--- src/rtl/conv_layer_ctrl_if.sv ---
// Control handshake, engine handshakes and shared scratch-port signals of conv_layer_ctrl.
// master = host/engine side, slave = the sequencer.
interface conv_layer_ctrl_if #(
  parameter int unsigned ADDR_WIDTH = 32,
  parameter int unsigned DATA_WIDTH = 8,
  parameter int unsigned CNT_WIDTH  = 32
);
  logic                  start;
  logic                  busy;
  logic                  done;
  logic                  error;

  logic                  im2col_rst_n;
  logic                  im2col_done;
  logic [ADDR_WIDTH-1:0] im2col_addr_rd;
  logic [ADDR_WIDTH-1:0] im2col_addr_wr;
  logic [DATA_WIDTH-1:0] im2col_data_wr;
  logic                  im2col_wr_en;

  logic                  gemm_start;
  logic                  gemm_done;
  logic [ADDR_WIDTH-1:0] gemm_addr_rd;
  logic [ADDR_WIDTH-1:0] gemm_addr_wr;
  logic [DATA_WIDTH-1:0] gemm_data_wr;
  logic                  gemm_wr_en;

  logic [ADDR_WIDTH-1:0] mem_addr_rd;
  logic [ADDR_WIDTH-1:0] mem_addr_wr;
  logic [DATA_WIDTH-1:0] mem_data_wr;
  logic                  mem_wr_en;

  logic [CNT_WIDTH-1:0]  im2col_cycles;
  logic [CNT_WIDTH-1:0]  gemm_cycles;

  modport master (
    output start,
    output im2col_done, im2col_addr_rd, im2col_addr_wr, im2col_data_wr, im2col_wr_en,
    output gemm_done, gemm_addr_rd, gemm_addr_wr, gemm_data_wr, gemm_wr_en,
    input  busy, done, error, im2col_rst_n, gemm_start,
    input  mem_addr_rd, mem_addr_wr, mem_data_wr, mem_wr_en,
    input  im2col_cycles, gemm_cycles
  );

  modport slave (
    input  start,
    input  im2col_done, im2col_addr_rd, im2col_addr_wr, im2col_data_wr, im2col_wr_en,
    input  gemm_done, gemm_addr_rd, gemm_addr_wr, gemm_data_wr, gemm_wr_en,
    output busy, done, error, im2col_rst_n, gemm_start,
    output mem_addr_rd, mem_addr_wr, mem_data_wr, mem_wr_en,
    output im2col_cycles, gemm_cycles
  );
endinterface

--- src/rtl/conv_layer_ctrl.sv ---
// Convolution-layer sequencer: runs im2col, then GEMM, owning the shared scratch port.
// Define CONV_CTRL_TIMEOUT_EN for the per-phase watchdog and the ERROR state.
module conv_layer_ctrl #(
  parameter int unsigned ADDR_WIDTH     = 32,
  parameter int unsigned DATA_WIDTH     = 8,
  parameter int unsigned CNT_WIDTH      = 32,
  parameter int unsigned TIMEOUT_CYCLES = 65536
) (
  input logic              clk,
  input logic              rst,
  conv_layer_ctrl_if.slave bus
);

  if (TIMEOUT_CYCLES == 0) begin : g_bad_timeout
    $error("TIMEOUT_CYCLES must be nonzero");
  end

  typedef enum logic [2:0] {
    S_IDLE,
    S_IM2COL_RUN,
    S_GEMM_START,
    S_GEMM_RUN,
    S_DONE
`ifdef CONV_CTRL_TIMEOUT_EN
    , S_ERROR
`endif
  } state_t;

  typedef enum logic [1:0] {
    OWN_NONE,
    OWN_IM2COL,
    OWN_GEMM
  } owner_t;

  state_t               state;
  owner_t               owner;
  logic                 busy_q;
  logic                 done_q;
  logic                 gemm_start_q;
  logic                 im2col_rst_n_q;
  logic                 im2col_first;
  logic [CNT_WIDTH-1:0] im2col_cnt;
  logic [CNT_WIDTH-1:0] gemm_cnt;

`ifdef CONV_CTRL_TIMEOUT_EN
  logic        error_q;
  logic [31:0] wdog;
  logic        wdog_expired;

  // Expires on the TIMEOUT_CYCLES-th cycle of the current phase.
  assign wdog_expired = (wdog == 32'(TIMEOUT_CYCLES - 1));
`endif

  function automatic logic [CNT_WIDTH-1:0] sat_inc(input logic [CNT_WIDTH-1:0] v);
    return (&v) ? v : v + CNT_WIDTH'(1);
  endfunction

  always_ff @(posedge clk) begin
    if (rst) begin
      state          <= S_IDLE;
      owner          <= OWN_NONE;
      busy_q         <= 1'b0;
      done_q         <= 1'b0;
      gemm_start_q   <= 1'b0;
      im2col_rst_n_q <= 1'b0;
      im2col_first   <= 1'b0;
      im2col_cnt     <= '0;
      gemm_cnt       <= '0;
`ifdef CONV_CTRL_TIMEOUT_EN
      error_q        <= 1'b0;
      wdog           <= '0;
`endif
    end else begin
      gemm_start_q <= 1'b0;
      unique case (state)
        S_IM2COL_RUN: begin
          im2col_cnt   <= sat_inc(im2col_cnt);
          im2col_first <= 1'b0;
          // A done seen in the first cycle is stale from before the engine left reset.
          if (!im2col_first && bus.im2col_done) begin
            state          <= S_GEMM_START;
            gemm_start_q   <= 1'b1;
            im2col_rst_n_q <= 1'b0;
            owner          <= OWN_GEMM;
`ifdef CONV_CTRL_TIMEOUT_EN
            wdog           <= '0;
`endif
          end
`ifdef CONV_CTRL_TIMEOUT_EN
          else if (wdog_expired) begin
            state          <= S_ERROR;
            error_q        <= 1'b1;
            busy_q         <= 1'b0;
            im2col_rst_n_q <= 1'b0;
            owner          <= OWN_NONE;
          end else begin
            wdog <= wdog + 32'd1;
          end
`endif
        end

        S_GEMM_START: begin
          gemm_cnt <= sat_inc(gemm_cnt);
`ifdef CONV_CTRL_TIMEOUT_EN
          if (wdog_expired) begin
            state   <= S_ERROR;
            error_q <= 1'b1;
            busy_q  <= 1'b0;
            owner   <= OWN_NONE;
          end else begin
            state <= S_GEMM_RUN;
            wdog  <= wdog + 32'd1;
          end
`else
          state <= S_GEMM_RUN;
`endif
        end

        S_GEMM_RUN: begin
          gemm_cnt <= sat_inc(gemm_cnt);
          if (bus.gemm_done) begin
            state  <= S_DONE;
            busy_q <= 1'b0;
            done_q <= 1'b1;
            owner  <= OWN_NONE;
          end
`ifdef CONV_CTRL_TIMEOUT_EN
          else if (wdog_expired) begin
            state   <= S_ERROR;
            error_q <= 1'b1;
            busy_q  <= 1'b0;
            owner   <= OWN_NONE;
          end else begin
            wdog <= wdog + 32'd1;
          end
`endif
        end

        // IDLE, DONE and ERROR: only start is honoured.
        default: begin
          if (bus.start) begin
            state          <= S_IM2COL_RUN;
            busy_q         <= 1'b1;
            done_q         <= 1'b0;
            im2col_rst_n_q <= 1'b1;
            owner          <= OWN_IM2COL;
            im2col_first   <= 1'b1;
            im2col_cnt     <= '0;
            gemm_cnt       <= '0;
`ifdef CONV_CTRL_TIMEOUT_EN
            error_q        <= 1'b0;
            wdog           <= '0;
`endif
          end
        end
      endcase
    end
  end

  logic [ADDR_WIDTH-1:0] mux_addr_rd;
  logic [ADDR_WIDTH-1:0] mux_addr_wr;
  logic [DATA_WIDTH-1:0] mux_data_wr;
  logic                  mux_wr_en;

  always_comb begin
    mux_addr_rd = '0;
    mux_addr_wr = '0;
    mux_data_wr = '0;
    mux_wr_en   = 1'b0;
    unique case (owner)
      OWN_IM2COL: begin
        mux_addr_rd = bus.im2col_addr_rd;
        mux_addr_wr = bus.im2col_addr_wr;
        mux_data_wr = bus.im2col_data_wr;
        mux_wr_en   = bus.im2col_wr_en;
      end
      OWN_GEMM: begin
        mux_addr_rd = bus.gemm_addr_rd;
        mux_addr_wr = bus.gemm_addr_wr;
        mux_data_wr = bus.gemm_data_wr;
        mux_wr_en   = bus.gemm_wr_en;
      end
      default: ;
    endcase
  end

  assign bus.mem_addr_rd   = mux_addr_rd;
  assign bus.mem_addr_wr   = mux_addr_wr;
  assign bus.mem_data_wr   = mux_data_wr;
  assign bus.mem_wr_en     = mux_wr_en;

  assign bus.busy          = busy_q;
  assign bus.done          = done_q;
  assign bus.gemm_start    = gemm_start_q;
  assign bus.im2col_rst_n  = im2col_rst_n_q;
  assign bus.im2col_cycles = im2col_cnt;
  assign bus.gemm_cycles   = gemm_cnt;
`ifdef CONV_CTRL_TIMEOUT_EN
  assign bus.error         = error_q;
`else
  assign bus.error         = 1'b0;
`endif

endmodule

--- src/flat_wrapper.sv ---
// flat-port wrapper written by rule: the top's interface ports become plain ports
module conv_layer_ctrl_flat 
#(
  parameter int unsigned ADDR_WIDTH     = 32,
  parameter int unsigned DATA_WIDTH     = 8,
  parameter int unsigned CNT_WIDTH      = 32,
  parameter int unsigned TIMEOUT_CYCLES = 65536
)
  (clk, rst, bus_start, bus_im2col_done, bus_im2col_addr_rd, bus_im2col_addr_wr, bus_im2col_data_wr, bus_im2col_wr_en, bus_gemm_done, bus_gemm_addr_rd, bus_gemm_addr_wr, bus_gemm_data_wr, bus_gemm_wr_en, bus_busy, bus_done, bus_error, bus_im2col_rst_n, bus_gemm_start, bus_mem_addr_rd, bus_mem_addr_wr, bus_mem_data_wr, bus_mem_wr_en, bus_im2col_cycles, bus_gemm_cycles);
  conv_layer_ctrl_if #(.ADDR_WIDTH(ADDR_WIDTH), .DATA_WIDTH(DATA_WIDTH), .CNT_WIDTH(CNT_WIDTH)) bus_i ();
  input logic clk;
  input logic rst;
  input wire logic [$bits(bus_i.start)-1:0] bus_start;
  input wire logic [$bits(bus_i.im2col_done)-1:0] bus_im2col_done;
  input wire logic [$bits(bus_i.im2col_addr_rd)-1:0] bus_im2col_addr_rd;
  input wire logic [$bits(bus_i.im2col_addr_wr)-1:0] bus_im2col_addr_wr;
  input wire logic [$bits(bus_i.im2col_data_wr)-1:0] bus_im2col_data_wr;
  input wire logic [$bits(bus_i.im2col_wr_en)-1:0] bus_im2col_wr_en;
  input wire logic [$bits(bus_i.gemm_done)-1:0] bus_gemm_done;
  input wire logic [$bits(bus_i.gemm_addr_rd)-1:0] bus_gemm_addr_rd;
  input wire logic [$bits(bus_i.gemm_addr_wr)-1:0] bus_gemm_addr_wr;
  input wire logic [$bits(bus_i.gemm_data_wr)-1:0] bus_gemm_data_wr;
  input wire logic [$bits(bus_i.gemm_wr_en)-1:0] bus_gemm_wr_en;
  output wire logic [$bits(bus_i.busy)-1:0] bus_busy;
  output wire logic [$bits(bus_i.done)-1:0] bus_done;
  output wire logic [$bits(bus_i.error)-1:0] bus_error;
  output wire logic [$bits(bus_i.im2col_rst_n)-1:0] bus_im2col_rst_n;
  output wire logic [$bits(bus_i.gemm_start)-1:0] bus_gemm_start;
  output wire logic [$bits(bus_i.mem_addr_rd)-1:0] bus_mem_addr_rd;
  output wire logic [$bits(bus_i.mem_addr_wr)-1:0] bus_mem_addr_wr;
  output wire logic [$bits(bus_i.mem_data_wr)-1:0] bus_mem_data_wr;
  output wire logic [$bits(bus_i.mem_wr_en)-1:0] bus_mem_wr_en;
  output wire logic [$bits(bus_i.im2col_cycles)-1:0] bus_im2col_cycles;
  output wire logic [$bits(bus_i.gemm_cycles)-1:0] bus_gemm_cycles;
  assign bus_i.start = bus_start;
  assign bus_i.im2col_done = bus_im2col_done;
  assign bus_i.im2col_addr_rd = bus_im2col_addr_rd;
  assign bus_i.im2col_addr_wr = bus_im2col_addr_wr;
  assign bus_i.im2col_data_wr = bus_im2col_data_wr;
  assign bus_i.im2col_wr_en = bus_im2col_wr_en;
  assign bus_i.gemm_done = bus_gemm_done;
  assign bus_i.gemm_addr_rd = bus_gemm_addr_rd;
  assign bus_i.gemm_addr_wr = bus_gemm_addr_wr;
  assign bus_i.gemm_data_wr = bus_gemm_data_wr;
  assign bus_i.gemm_wr_en = bus_gemm_wr_en;
  assign bus_busy = bus_i.busy;
  assign bus_done = bus_i.done;
  assign bus_error = bus_i.error;
  assign bus_im2col_rst_n = bus_i.im2col_rst_n;
  assign bus_gemm_start = bus_i.gemm_start;
  assign bus_mem_addr_rd = bus_i.mem_addr_rd;
  assign bus_mem_addr_wr = bus_i.mem_addr_wr;
  assign bus_mem_data_wr = bus_i.mem_data_wr;
  assign bus_mem_wr_en = bus_i.mem_wr_en;
  assign bus_im2col_cycles = bus_i.im2col_cycles;
  assign bus_gemm_cycles = bus_i.gemm_cycles;
  conv_layer_ctrl #(.ADDR_WIDTH(ADDR_WIDTH), .DATA_WIDTH(DATA_WIDTH), .CNT_WIDTH(CNT_WIDTH), .TIMEOUT_CYCLES(TIMEOUT_CYCLES)) u_core (.clk(clk), .rst(rst), .bus(bus_i));
endmodule
--- config.mk ---
export PLATFORM = sky130hd
export DESIGN_NAME = conv_layer_ctrl_flat
export DESIGN_NICKNAME = d
export VERILOG_FILES = /design/src/rtl/conv_layer_ctrl_if.sv /design/src/rtl/conv_layer_ctrl.sv /design/src/flat_wrapper.sv
export SDC_FILE = /design/constraint.sdc
export NUM_CORES = 1
export LEC_CHECK = 0
export ABC_AREA = 1
export CORE_MARGIN = 2
export CORE_UTILIZATION = 41
export CTS_CLUSTER_SIZE = 14
export DETAILED_ROUTE_END_ITERATION = 6
export PLACE_DENSITY = 0.79
export RECOVER_POWER = 25
export REMOVE_ABC_BUFFERS = 1
export SKIP_CTS_REPAIR_TIMING = 1
export SLEW_MARGIN = 20
export SYNTH_ARGS = -nofsm -noshare
export SYNTH_HDL_FRONTEND = slang
export SYNTH_SLANG_ARGS = --single-unit
--- constraint.sdc ---
create_clock -name clk -period 2.1 [get_ports clk]
set_input_delay 0.42 -clock clk [delete_from_list [all_inputs] [get_ports clk]]
set_output_delay 0.42 -clock clk [all_outputs]
set_load 0.02 [all_outputs]
==> results.py <==
metrics = {
    "run_status": {
        "status": "complete, but fails checks",
        "failed_checks": "setup timing",
    },
    "placement": {
        "gp_congestion": 0.964,
        "dp_hpwl_mm": 19.3,
        "portBuffers": 291,
        "pre_cts_ws_ns": -0.298,
    },
    "detailed_routing": {
        "vias": 8102,
        "wire_per_inst_um": 16.3,
        "drtIter0Drc": 665,
        "vias_per_cell": 5.12,
        "drt_first_pass_iters": 5,
        "ant_nets": 0,
        "wl_mm": 25.7,
        "drc_errors": 0,
    },
    "yosys": {
        "synth.avg_cell_area_um2": 5.41,
        "yosysTopAreaCellShare": 0.278,
        "synth_seq_cells": 74,
        "synth_area_um2": 5770,
        "netlist_top_cells_count": "nand2_1 (427), a21oi_1 (123), nor2_1 (121), nand3_1 (114), inv_1 (91)",
        "ys_warn_count": 0,
        "yosysMostFrequentCell": "nand2_1",
        "synth_edf_count": 0,
        "synthArstFlopShare": 0,
        "synth_cell_types": 32,
        "ys.flop_type": "dfxtp_1",
        "syn_inst": 1067,
        "yosysTopAreaCell": "nand2_1",
        "ys_seq_area_frac": 0.257,
        "synthTopCellsByArea": "nand2_1 (28%), dfxtp_1 (26%), a21oi_1 (11%), nand3_1 (9.9%), nor2_1 (7.9%)",
    },
    "floorplanning": {
        "start_util": 0.417,
        "die_h_um": 123,
        "die_w_um": 123,
        "rows": 43,
        "core_area_um2": 13800,
        "dieArea_um2": 15000,
        "ios": 293,
    },
    "critical_path": {
        "path_class": "reg2out",
        "critical_path.most_common_cell": "buf_4",
        "crit_path_max_incr_delay_ns": 0.36,
        "critical_path.startpoint_type": "flop",
        "r2r-end": "u_core.bus.gemm_cycles[21]$_SDFFE_PP0P_",
        "required_ns": 1.68,
        "cp_cell_sequence": "inv_4 > ha_4 > buf_4 > buf_4 > nand2_1 > a21oi_2 > buf_4",
        "path_max_fanout": 7,
        "critPathCaptureType": "primary output",
        "r2r_slack_ns": 0.12,
        "worstReg2RegStart": "u_core.bus.gemm_cycles[1]$_SDFFE_PP0P_",
        "cp_slowest_cell": "dfxtp_4",
        "worst_r2r_path_depth": 11,
        "arrival_ns": 1.74,
    },
    "min_path": {
        "worst_hold_startpoint": "u_core.im2col_first$_SDFFE_PP0P_",
        "whs_path_depth": 2,
        "min_path_type": "reg2reg",
        "min_to": "u_core.im2col_first$_SDFFE_PP0P_",
    },
    "sta": {
        "drv_slew": 0,
        "fin_crit_ns": 2.16,
        "skew_ns": 0.00589,
        "setup_slack_ns": -0.0592,
        "worst_slew_pin_slew_ns": 0.633,
        "hold_viol_final": 0,
        "rsz0062_at_grt": "true",
        "min_period_over_period": 1.03,
        "finalSetupViolCount": 2,
        "relSlewSlack": 0.578,
        "fmax_mhz": 463,
        "tns_ns": -0.0942,
    },
    "grt": {
        "overflow": 0,
        "antenna_found_initial": 0,
        "grtUsageTotal": 0.312,
        "grt_max_degree": 35,
        "grt_pass1_vias": 7066,
        "grt_pass1_wl_mm": 36.3,
    },
    "pwr": {
        "power_density_nw_per_um2": 994,
        "ir_drop_mv": 0.739,
        "p_leak_nw": 3.87,
    },
    "clocking": {
        "cts_tree": "done",
        "numCtsBuffers": 9,
        "cts-root-buf": "clkbuf_16",
        "clk_pin_slew_ns": 0.06,
        "htreeDepth": 3,
        "numClockSinks": 74,
        "clk_latency_ns": 0.34,
        "clockBufferDepth": 2,
    },
    "final_layout": {
        "multi_input_area_um2": 3980,
        "nets": 1551,
        "final_layout_size_suffix_gt1_frac": 0.183,
        "antenna_cells": 0,
        "nFillCells": 1198,
        "syn2layout_area_growth_pct": 72.9,
        "seqCellArea_um2": 1490,
    },
    "run": {
        "cap_violations": 0,
    },
}
sequential cells by signal, indices dropped and copies added, names as in the netlist:
register and count:
u_core.bus.gemm_cycles 32, u_core.bus.im2col_cycles 32, u_core.state 3, u_core.owner 2
u_core.bus.busy 1, u_core.bus.done 1, u_core.bus.gemm_start 1, u_core.bus.im2col_rst_n 1
u_core.im2col_first 1
stage by stage:
| step | power, mW | instance area [um^2] | util | cells | hold slack (ns) |
|---|---|---|---|---|---|
| after floorplan | 4.18 | 5560 | - | 1021 | 0.434 |
| after global placement | 7.21 | 9240 | 0.669 | 1549 | 0.451 |
| after detailed placement | 7.23 | 9240 | 0.669 | 1549 | 0.462 |
| after CTS | 8.80 | 9550 | 0.690 | 1565 | 0.470 |
| after global routing | 10.4 | 9980 | 0.722 | 1581 | 0.483 |
| final | 9.92 | 9980 | 0.722 | 1581 | 0.474 |
cell usage in the layout (no fill, tap or decap), types with 6 or more instances in the layout:
cell type,count
a21oi_1,86
a21oi_2,32
buf_12,13
buf_2,10
buf_4,65
buf_6,31
clkbuf_16,16
clkbuf_2,17
clkdlybuf4s50_1,205
dfxtp_1,72
dlygate4sd3_1,13
inv_1,90
inv_2,6
nand2_1,410
nand2_2,17
nand3_1,113
nor2_1,122
o21ai_0,15
or2_2,17
worst max path at each step:
stage | startpoint | to | slack, ns | depth (start not counted)
after global placement | bus_im2col_addr_wr[3] | bus_mem_addr_wr[3] | -0.30 | 5
final | u_core.owner[0]$_SDFFE_PP0P_ | bus_mem_addr_wr[24] | -0.06 | 7
after floorplan | u_core.owner[1]$_SDFFE_PP0P_ | bus_mem_addr_rd[0] | -0.49 | 4
after CTS | u_core.owner[0]$_SDFFE_PP0P_ | bus_mem_addr_wr[3] | -0.67 | 7
after global routing | u_core.owner[0]$_SDFFE_PP0P_ | bus_mem_addr_wr[24] | -0.08 | 7
after detailed placement | bus_im2col_addr_wr[3] | bus_mem_addr_wr[3] | -0.30 | 5
area by class of cell:
type,instances,area share
tap,180,0.0226
timing repair buffer,364,0.362
multi-input combinational,849,0.399
sequential,74,0.149
clock buffer,15,0.0298
inverter,98,0.0371
clock inverter,1,0.000502
power breakdown:
part	switching (mW)	total, mW	internal, mW
clock	0.601	1.56	0.961
combinational	3.87	6.75	2.88
sequential	0.0956	1.61	1.51
worst max-delay path: cells and delay by family, from the launching register on:
kind            cells  cell delay (ns)
buf+inv             4             0.50
flops               1             0.36
compound gates      1             0.24
fa+ha+maj           1             0.22
simple gates        1             0.07
metal layers:
| layer | vias up | share of wire | global-route usage |
|---|---|---|---|
| met1 | 3662 | 0.43 | 0.405 |
| met3 | 49 | 0.099 | 0.0934 |
| li1 | 4024 | - | - |
| met5 | - | 0 | 0 |
| met2 | 367 | 0.44 | 0.498 |
| met4 | 0 | 0.030 | 0.0934 |
logic make-up (layout without fill, tap and decap cells):
logic type / Yosys count / after routing / synth area share
simple gates: 702 / 702 / 0.507
other cells: 1 / 1 / 0.000650
buf+inv: 144 / 478 / 0.101
fa+ha+maj: 4 / 4 / 0.00867
flops: 74 / 74 / 0.257
compound gates: 142 / 142 / 0.126
No activity file was read; power rests on OpenSTA's default activity.
